File: src/rtl/pampy_ula_pkg.sv
// rtl/pampy_ula_pkg.sv - opcodes and FSM states shared by the pamPy ALU and the control unit
package pampy_ula_pkg;

    localparam logic [3:0] ULA_ADD = 4'd0;
    localparam logic [3:0] ULA_SUB = 4'd1;
    localparam logic [3:0] ULA_MUL = 4'd2;
    localparam logic [3:0] ULA_DIV = 4'd3;
    localparam logic [3:0] ULA_MOD = 4'd4;
    localparam logic [3:0] ULA_AND = 4'd5;
    localparam logic [3:0] ULA_OR  = 4'd6;
    localparam logic [3:0] ULA_XOR = 4'd7;
    localparam logic [3:0] ULA_NOT = 4'd8;
    localparam logic [3:0] ULA_SHL = 4'd9;
    localparam logic [3:0] ULA_SHR = 4'd10;
    localparam logic [3:0] ULA_EQ  = 4'd11;
    localparam logic [3:0] ULA_LT  = 4'd12;
    localparam logic [3:0] ULA_GT  = 4'd13;

    typedef enum logic [1:0] {
        ST_IDLE    = 2'd0,
        ST_DIV_RUN = 2'd1,
        ST_FINISH  = 2'd2
    } ula_state_t;

endpackage

File: src/rtl/ula_div_seq.sv
// rtl/ula_div_seq.sv - iterative unsigned restoring divider, one quotient bit per clock
module ula_div_seq #(
    parameter int DATA_WIDTH = 8
) (
    input  logic                  clk,
    input  logic                  reset,
    input  logic                  start,
    input  logic [DATA_WIDTH-1:0] dividend,
    input  logic [DATA_WIDTH-1:0] divisor,
    output logic [DATA_WIDTH-1:0] quotient,
    output logic [DATA_WIDTH-1:0] remainder,
    output logic                  done
);
    localparam int DW = DATA_WIDTH;
    localparam int CW = $clog2(DW + 1);

    logic [DW-1:0] dvsr;
    logic [DW-1:0] src_q, src_r, src_d;
    logic [DW-1:0] step_q, step_r;
    logic [DW:0]   trial;
    logic          running;
    logic [CW-1:0] cnt;

    // The first bit is resolved on the start edge straight from the inputs.
    always_comb begin
        src_q = start ? dividend : quotient;
        src_r = start ? '0 : remainder;
        src_d = start ? divisor : dvsr;
        trial = {src_r, src_q[DW-1]};
        if (trial >= {1'b0, src_d}) begin
            step_r = DW'(trial - {1'b0, src_d});
            step_q = {src_q[DW-2:0], 1'b1};
        end else begin
            step_r = trial[DW-1:0];
            step_q = {src_q[DW-2:0], 1'b0};
        end
    end

    always_ff @(posedge clk or negedge reset) begin
        if (!reset) begin
            quotient  <= '0;
            remainder <= '0;
            dvsr      <= '0;
            running   <= 1'b0;
            cnt       <= '0;
            done      <= 1'b0;
        end else begin
            done <= 1'b0;
            if (start) begin
                quotient  <= step_q;
                remainder <= step_r;
                dvsr      <= divisor;
                running   <= 1'b1;
                cnt       <= CW'(DW - 1);
            end else if (running) begin
                quotient  <= step_q;
                remainder <= step_r;
                cnt       <= cnt - CW'(1);
                if (cnt == CW'(1)) begin
                    running <= 1'b0;
                    done    <= 1'b1;
                end
            end
        end
    end

endmodule

File: src/rtl/ula_ops_seq.sv
// rtl/ula_ops_seq.sv - pamPy ALU with operand registers and start/busy/done handshake; PAMPY_ULA_DIV_EN adds DIV/MOD
module ula_ops_seq
    import pampy_ula_pkg::*;
#(
    parameter int DATA_WIDTH = 8,
    parameter int ADDR_WIDTH = 12,
    parameter int ULA_WIDTH  = 24
) (
    input  logic                  clk,
    input  logic                  reset,
    input  logic [DATA_WIDTH-1:0] op_in,
    input  logic                  ld_op1,
    input  logic                  ld_op2,
    input  logic [ADDR_WIDTH-1:0] tos_in,
    input  logic                  ctrl_stack_comp,
    input  logic [3:0]            sel_ula,
    input  logic                  start,
    output logic                  busy,
    output logic                  done,
    output logic [ULA_WIDTH-1:0]  ula_out,
    output logic                  overflow_out,
    output logic                  div0_out,
    output logic                  err_out,
    output logic                  stack_comp_out
);
    localparam int DW = DATA_WIDTH;

    logic [DW-1:0]        op1, op2;
    logic [DW:0]          sum, diff;
    logic [2*DW-1:0]      prod;
    logic [DW-1:0]        not_res, shl_res, shr_res;
    logic [ULA_WIDTH-1:0] alu_res, div_res;
    logic                 alu_ovf, alu_div0, alu_err;
    logic                 accept, wr_alu, wr_div;

    assign accept  = start && !busy;
    assign sum     = {1'b0, op1} + {1'b0, op2};
    assign diff    = {1'b0, op1} - {1'b0, op2};
    assign prod    = {{DW{1'b0}}, op1} * {{DW{1'b0}}, op2};
    assign not_res = ~op1;
    assign shl_res = op1 << op2[2:0];
    assign shr_res = op1 >> op2[2:0];

    always_comb begin
        alu_res  = '0;
        alu_ovf  = 1'b0;
        alu_div0 = 1'b0;
        alu_err  = 1'b0;
        case (sel_ula)
            ULA_ADD: begin
                alu_res = ULA_WIDTH'(sum);
                alu_ovf = sum[DW];
            end
            ULA_SUB: begin
                alu_res = ULA_WIDTH'(diff[DW-1:0]);
                alu_ovf = diff[DW];
            end
            ULA_MUL: begin
                alu_res = ULA_WIDTH'(prod);
                alu_ovf = |prod[2*DW-1:DW];
            end
            ULA_DIV, ULA_MOD: begin
`ifdef PAMPY_ULA_DIV_EN
                // Non-zero divisors go to the divider; only divide-by-zero completes here.
                alu_res  = '1;
                alu_div0 = 1'b1;
`else
                alu_err  = 1'b1;
`endif
            end
            ULA_AND: alu_res = ULA_WIDTH'(op1 & op2);
            ULA_OR:  alu_res = ULA_WIDTH'(op1 | op2);
            ULA_XOR: alu_res = ULA_WIDTH'(op1 ^ op2);
            ULA_NOT: alu_res = ULA_WIDTH'(not_res);
            ULA_SHL: alu_res = ULA_WIDTH'(shl_res);
            ULA_SHR: alu_res = ULA_WIDTH'(shr_res);
            ULA_EQ:  alu_res = ULA_WIDTH'(op1 == op2);
            ULA_LT:  alu_res = ULA_WIDTH'(op1 < op2);
            ULA_GT:  alu_res = ULA_WIDTH'(op1 > op2);
            default: alu_err = 1'b1;
        endcase
    end

    always_ff @(posedge clk or negedge reset) begin
        if (!reset) begin
            op1 <= '0;
            op2 <= '0;
        end else if (!busy) begin
            if (ld_op1) op1 <= op_in;
            if (ld_op2) op2 <= op_in;
        end
    end

`ifdef PAMPY_ULA_DIV_EN
    ula_state_t    state, state_nxt;
    logic          div_start, div_done, div_is_mod;
    logic [DW-1:0] div_q, div_r;

    assign div_start = accept && (sel_ula == ULA_DIV || sel_ula == ULA_MOD) && (op2 != '0);
    assign busy      = (state != ST_IDLE);
    assign wr_alu    = accept && !div_start;
    assign wr_div    = (state == ST_FINISH);
    assign div_res   = ULA_WIDTH'(div_is_mod ? div_r : div_q);

    ula_div_seq #(
        .DATA_WIDTH(DW)
    ) u_div (
        .clk       (clk),
        .reset     (reset),
        .start     (div_start),
        .dividend  (op1),
        .divisor   (op2),
        .quotient  (div_q),
        .remainder (div_r),
        .done      (div_done)
    );

    always_ff @(posedge clk or negedge reset) begin
        if (!reset) begin
            state      <= ST_IDLE;
            div_is_mod <= 1'b0;
        end else begin
            state <= state_nxt;
            if (div_start) div_is_mod <= (sel_ula == ULA_MOD);
        end
    end

    always_comb begin
        state_nxt = state;
        case (state)
            ST_IDLE:    if (div_start) state_nxt = ST_DIV_RUN;
            ST_DIV_RUN: if (div_done)  state_nxt = ST_FINISH;
            ST_FINISH:  state_nxt = ST_IDLE;
            default:    state_nxt = ST_IDLE;
        endcase
    end
`else
    assign busy    = 1'b0;
    assign wr_alu  = accept;
    assign wr_div  = 1'b0;
    assign div_res = '0;
`endif

    // Every completion rewrites all three flags so stale ones never linger.
    always_ff @(posedge clk or negedge reset) begin
        if (!reset) begin
            ula_out        <= '0;
            overflow_out   <= 1'b0;
            div0_out       <= 1'b0;
            err_out        <= 1'b0;
            stack_comp_out <= 1'b0;
            done           <= 1'b0;
        end else begin
            done <= wr_alu || wr_div;
            if (ctrl_stack_comp) stack_comp_out <= (tos_in == '0);
            if (wr_alu) begin
                ula_out      <= alu_res;
                overflow_out <= alu_ovf;
                div0_out     <= alu_div0;
                err_out      <= alu_err;
            end else if (wr_div) begin
                ula_out      <= div_res;
                overflow_out <= 1'b0;
                div0_out     <= 1'b0;
                err_out      <= 1'b0;
            end
        end
    end

endmodule

File: config.mk
export PLATFORM = sky130hd
export DESIGN_NAME = ula_ops_seq
export DESIGN_NICKNAME = d
export VERILOG_FILES = /design/src/rtl/pampy_ula_pkg.sv /design/src/rtl/ula_div_seq.sv /design/src/rtl/ula_ops_seq.sv
export SDC_FILE = /design/constraint.sdc
export NUM_CORES = 1
export LEC_CHECK = 0
export CAP_MARGIN = 15
export CORE_MARGIN = 1
export CORE_UTILIZATION = 50
export CTS_CLUSTER_DIAMETER = 60
export CTS_CLUSTER_SIZE = 25
export DETAILED_ROUTE_END_ITERATION = 12
export DONT_BUFFER_PORTS = 1
export GPL_ROUTABILITY_DRIVEN = 1
export PLACE_DENSITY = 0.68
export SYNTH_ARGS = -nofsm -noshare
export SYNTH_HDL_FRONTEND = slang
export SYNTH_SLANG_ARGS = --single-unit
File: constraint.sdc
create_clock -name clk -period 7.5 [get_ports clk]
set_input_delay 0.75 -clock clk [delete_from_list [all_inputs] [get_ports clk]]
set_output_delay 0.75 -clock clk [all_outputs]
set_load 0.05 [all_outputs]
==> metrics.csv <==
stage,metric,value,unit
outcome,status,"complete, no violations",
clock_tree,Resized Gates After CTS,0,
synth,Yosys warning count,0,
worst_setup_path,Critical R2R Launch,op2[1]$_DFFE_PN0P_,
power,worst IR drop on VDD,0.000170,V
synth,area fraction in compound gates after synthesis,0.221,
synth,most instantiated cells after synthesis,"87 x sky130_fd_sc_hd__nor2_1, 69 x sky130_fd_sc_hd__inv_1, 61 x sky130_fd_sc_hd__ha_1",
synth,most area-hungry cell type in the Yosys netlist,sky130_fd_sc_hd__dfrtp_1,
synth,Synth Cell Area,5280,um^2
floorplanning,Core Region,10300,um^2
worst_setup_path,Setup crit start kind,flop,
grt,final global-route overflow total,0,
drt,Detailed Route Iter0 Violations,376,
drt,final routed DRC violation total,0,
hold_path,Hold Path Class,input port to async pin,
clock_tree,CTS root buf,sky130_fd_sc_hd__clkbuf_8,
worst_setup_path,arrival time of the worst setup path,5.48,ns
sta,Max Transition Viols Final,0,
worst_setup_path,critical path endpoint category,flop,
grt,number of antenna violations at the first check in global routing,0,
sta,Layout Skew,0.0110,ns
clock_tree,clock-pin transition on the worst setup and hold timing paths,0.08,ns
sta,Max-Slew Margin vs Limit,0.478,
worst_setup_path,crit path cell chain,clkinv_1 > nor2_1 > fa_1 > inv_1 > fa_1 > fa_1 > inv_1 > ha_1 > o21ai_0 > nor2_1 > o21ai_0 > o311a_1 > xnor2_1 > a31o_2 > o2111ai_1,
synth,cell types occupying the most area after synthesis,"sky130_fd_sc_hd__dfrtp_1 17%, sky130_fd_sc_hd__ha_1 14%, sky130_fd_sc_hd__fa_1 14%",
sta,Max Freq,188,MHz
place,IO Port Bufs,0,
finish,number of nets in the layout,765,
sta,number of setup violations in the final report,0,
synth,share of the synthesized netlist area taken by xor and xnor gates,0.0265,
floorplanning,effective utilization at floorplan,0.514,
clock_tree,clock tree from TritonCTS,done,
clock_tree,number of sinks driven by the clock tree,36,
synth,area fraction of the dominant cell type after synthesis,0.171,
finish,layout cell share with drive strength beyond 1,0.0377,
synth,share of synthesized flip-flops with an asynchronous set or reset,1.00,
synth,multiplexer area fraction after synthesis,0.0227,
floorplanning,standard-cell row count,37,
sta,Setup TNS,0,ns
worst_setup_path,depth of the most critical reg-to-reg path,15,
clock_tree,hold_buf cts,0,
drt,routed wire length,15500,um
power,static leakage,2.53,nW
grt,maximum number of pins on one net before global-route repair,37,
drt,vias,4839,
synth,"count leader, synth",sky130_fd_sc_hd__nor2_1,
clock_tree,H-tree depth reported by CTS,2,
grt,number of global-route vias before repair,4699,
worst_setup_path,slowest stage cell on the critical path,sky130_fd_sc_hd__dfrtp_1,
worst_setup_path,delay of the slowest critical-path stage,0.77,ns
synth,mean area per synthesized cell,8.04,um^2
drt,count of antenna-violating nets left after detailed routing,0,
floorplanning,Die ar.,11000,um^2
finish,Layout Area Growth over Synthesis,2.58,%
sta,transition time of the tightest slew-check pin,0.773,ns
power,PD cells,225,nW/um^2
worst_setup_path,Register-to-Register Setup Slack,2.19,ns
synth,adder-cell share of the synthesized area,0.289,
finish,total inserted antenna cells,0,
grt,global-route wire length before repair,25000,um
synth,"EDFF count, synth",0,
sta,Final Cycle Share,0.709,
sta,final critical path time including I/O delays and setup,5.31,ns
synth,Seq cells post-synth,36,
floorplanning,height of the die,105,um
place,HPWL after detailed placement,12200,um
clock_tree,clk_lat worst skew,0.30,ns
floorplanning,Horiz. Die Dim,105,um
synth,proportion of synthesized chip area in sequential cells,0.171,
worst_setup_path,critical path data required time,7.67,ns
worst_setup_path,critical path's most frequent cell,sky130_fd_sc_hd__fa_1,
clock_tree,CTS max path bufs,2,
worst_setup_path,class of the most critical setup path,flop to flop,
clock_tree,Post-CTS Setup Inserts,0,
synth,most frequently used flop master after synthesis,sky130_fd_sc_hd__dfrtp_1,
worst_setup_path,largest fanout on the critical path,20,
finish,utilization after layout,0.527,
synth,number of standard cells after synthesis,657,
drt,number of search-and-repair iterations in the first detailed-routing pass,5,
sta,final hold violation count,0,
floorplanning,io pins,60,
synth,main combinational cell family by area after synthesis,adder cells,
place,weighted congestion at the end of routability-driven global placement,1.01,
synth,count of distinct cell types in the synthesized netlist,63,
worst_setup_path,Critical R2R Capture,overflow_out$_DFFE_PN0P_,
drt,mean number of vias per cell,6.26,
sta,RSZ-0062 raised after global routing,no,
drt,routed length per instance,20.1,um
grt,overall global routing resource usage,0.291,
clock_tree,TritonCTS buffer count,5,
synth,area share of and/or/nand/nor cells after synthesis,0.173,
flow_run,total of max-cap violations,0,
[final cells by class]
type                    instances  area [um^2]
clock buffers                   7         96.3
fillers                      1017         4860
repair buffers                  3         20.0
multi-input cells             510         3900
inverters                      80          300
flip-flops and latches         36          901
clock inverters                 1         30.0
well taps                     136          170
[power breakdown]
part | internal [W] | total [W] | switching, W
Clock | 0.000117 | 0.000192 | 0.0000744
Combinational | 0.000288 | 0.000735 | 0.000447
Sequential | 0.000213 | 0.000291 | 0.0000773
Total | 0.000619 | 0.00122 | 0.000599
[layer usage]
layer	routed length [um]	global-route usage	vias to the layer above	share of wire
li1	-	-	2203	-
met1	6430	0.384	2347	0.41
met2	7400	0.473	243	0.48
met3	994	0.0287	46	0.064
met4	712	0.155	0	0.046
met5	0	0	-	0
[registers in the layout, indices dropped and copies added (netlist names)]
register,count
done,1
err_out,1
op2,8
stack_comp_out,1
op1,8
overflow_out,1
ula_out,16
[through the flow]
step / cell area (um^2) / power, W / setup slack [ns] / hold WS [ns] / cells
after global routing: 5420 / 0.00131 / 1.84 / 0.123 / 773
after global placement: 5290 / 0.00101 / 2.26 / 0.455 / 764
after floorplan: 5310 / 0.000865 / 2.84 / 0.454 / 666
final: 5420 / 0.00122 / 2.19 / 0.133 / 773
after CTS: 5410 / 0.00121 / 2.20 / 0.131 / 772
after detailed placement: 5290 / 0.00102 / 2.21 / 0.455 / 764
[kinds of logic (layout without fill, tap and decap cells)]
| kind of cell | after synthesis | count (layout) |
|---|---|---|
| compound gates | 173 | 173 |
| mux | 8 | 8 |
| simple gates | 204 | 204 |
| flops | 36 | 36 |
| xor+xnor | 16 | 16 |
| fa+ha+maj | 99 | 99 |
| other cells | 1 | 10 |
| buf+inv | 120 | 91 |
[critical path: cells and delay by family (launching register included)]
kind | cells | cell delay, ns
DFF | 1 | 0.77
and+or+nand+nor | 2 | 0.59
adders and majority gates | 4 | 1.82
AOI/OAI and AO/OA | 5 | 0.87
buffers and inverters | 3 | 0.88
xor gates and xnor gates | 1 | 0.25
[worst max path at each step]
stage / startpoint / to / slack, ns / depth (start not counted)
final: op2[1]$_DFFE_PN0P_ / overflow_out$_DFFE_PN0P_ / 2.19 / 15
after CTS: op2[1]$_DFFE_PN0P_ / overflow_out$_DFFE_PN0P_ / 2.20 / 15
after detailed placement: op2[1]$_DFFE_PN0P_ / overflow_out$_DFFE_PN0P_ / 2.21 / 15
after global routing: op2[1]$_DFFE_PN0P_ / overflow_out$_DFFE_PN0P_ / 1.84 / 15
after floorplan: op2[2]$_DFFE_PN0P_ / overflow_out$_DFFE_PN0P_ / 2.84 / 17
after global placement: op2[1]$_DFFE_PN0P_ / overflow_out$_DFFE_PN0P_ / 2.26 / 15
[layout by cell type, fill, tap and decap left out, types with 4 or more instances in the layout]
master	n
sky130_fd_sc_hd__nor4_1	8
sky130_fd_sc_hd__a22oi_1	4
sky130_fd_sc_hd__nor3_1	8
sky130_fd_sc_hd__conb_1	10
sky130_fd_sc_hd__fa_1	38
sky130_fd_sc_hd__a21oi_1	35
sky130_fd_sc_hd__and2_1	4
sky130_fd_sc_hd__nand2b_1	11
sky130_fd_sc_hd__or3_1	4
sky130_fd_sc_hd__ha_1	61
sky130_fd_sc_hd__a31oi_1	7
sky130_fd_sc_hd__a211oi_1	14
sky130_fd_sc_hd__o21ai_0	42
sky130_fd_sc_hd__inv_1	69
sky130_fd_sc_hd__o22ai_1	7
sky130_fd_sc_hd__xnor2_1	13
sky130_fd_sc_hd__o21bai_1	4
sky130_fd_sc_hd__nand3_1	7
sky130_fd_sc_hd__dfrtp_1	36
sky130_fd_sc_hd__nand4_1	4
sky130_fd_sc_hd__a21o_1	5
sky130_fd_sc_hd__o2bb2ai_1	11
sky130_fd_sc_hd__nor2_1	87
sky130_fd_sc_hd__nand2_1	56
sky130_fd_sc_hd__clkinv_1	11
sky130_fd_sc_hd__clkbuf_8	7
No activity file was read; power rests on OpenSTA's default activity.
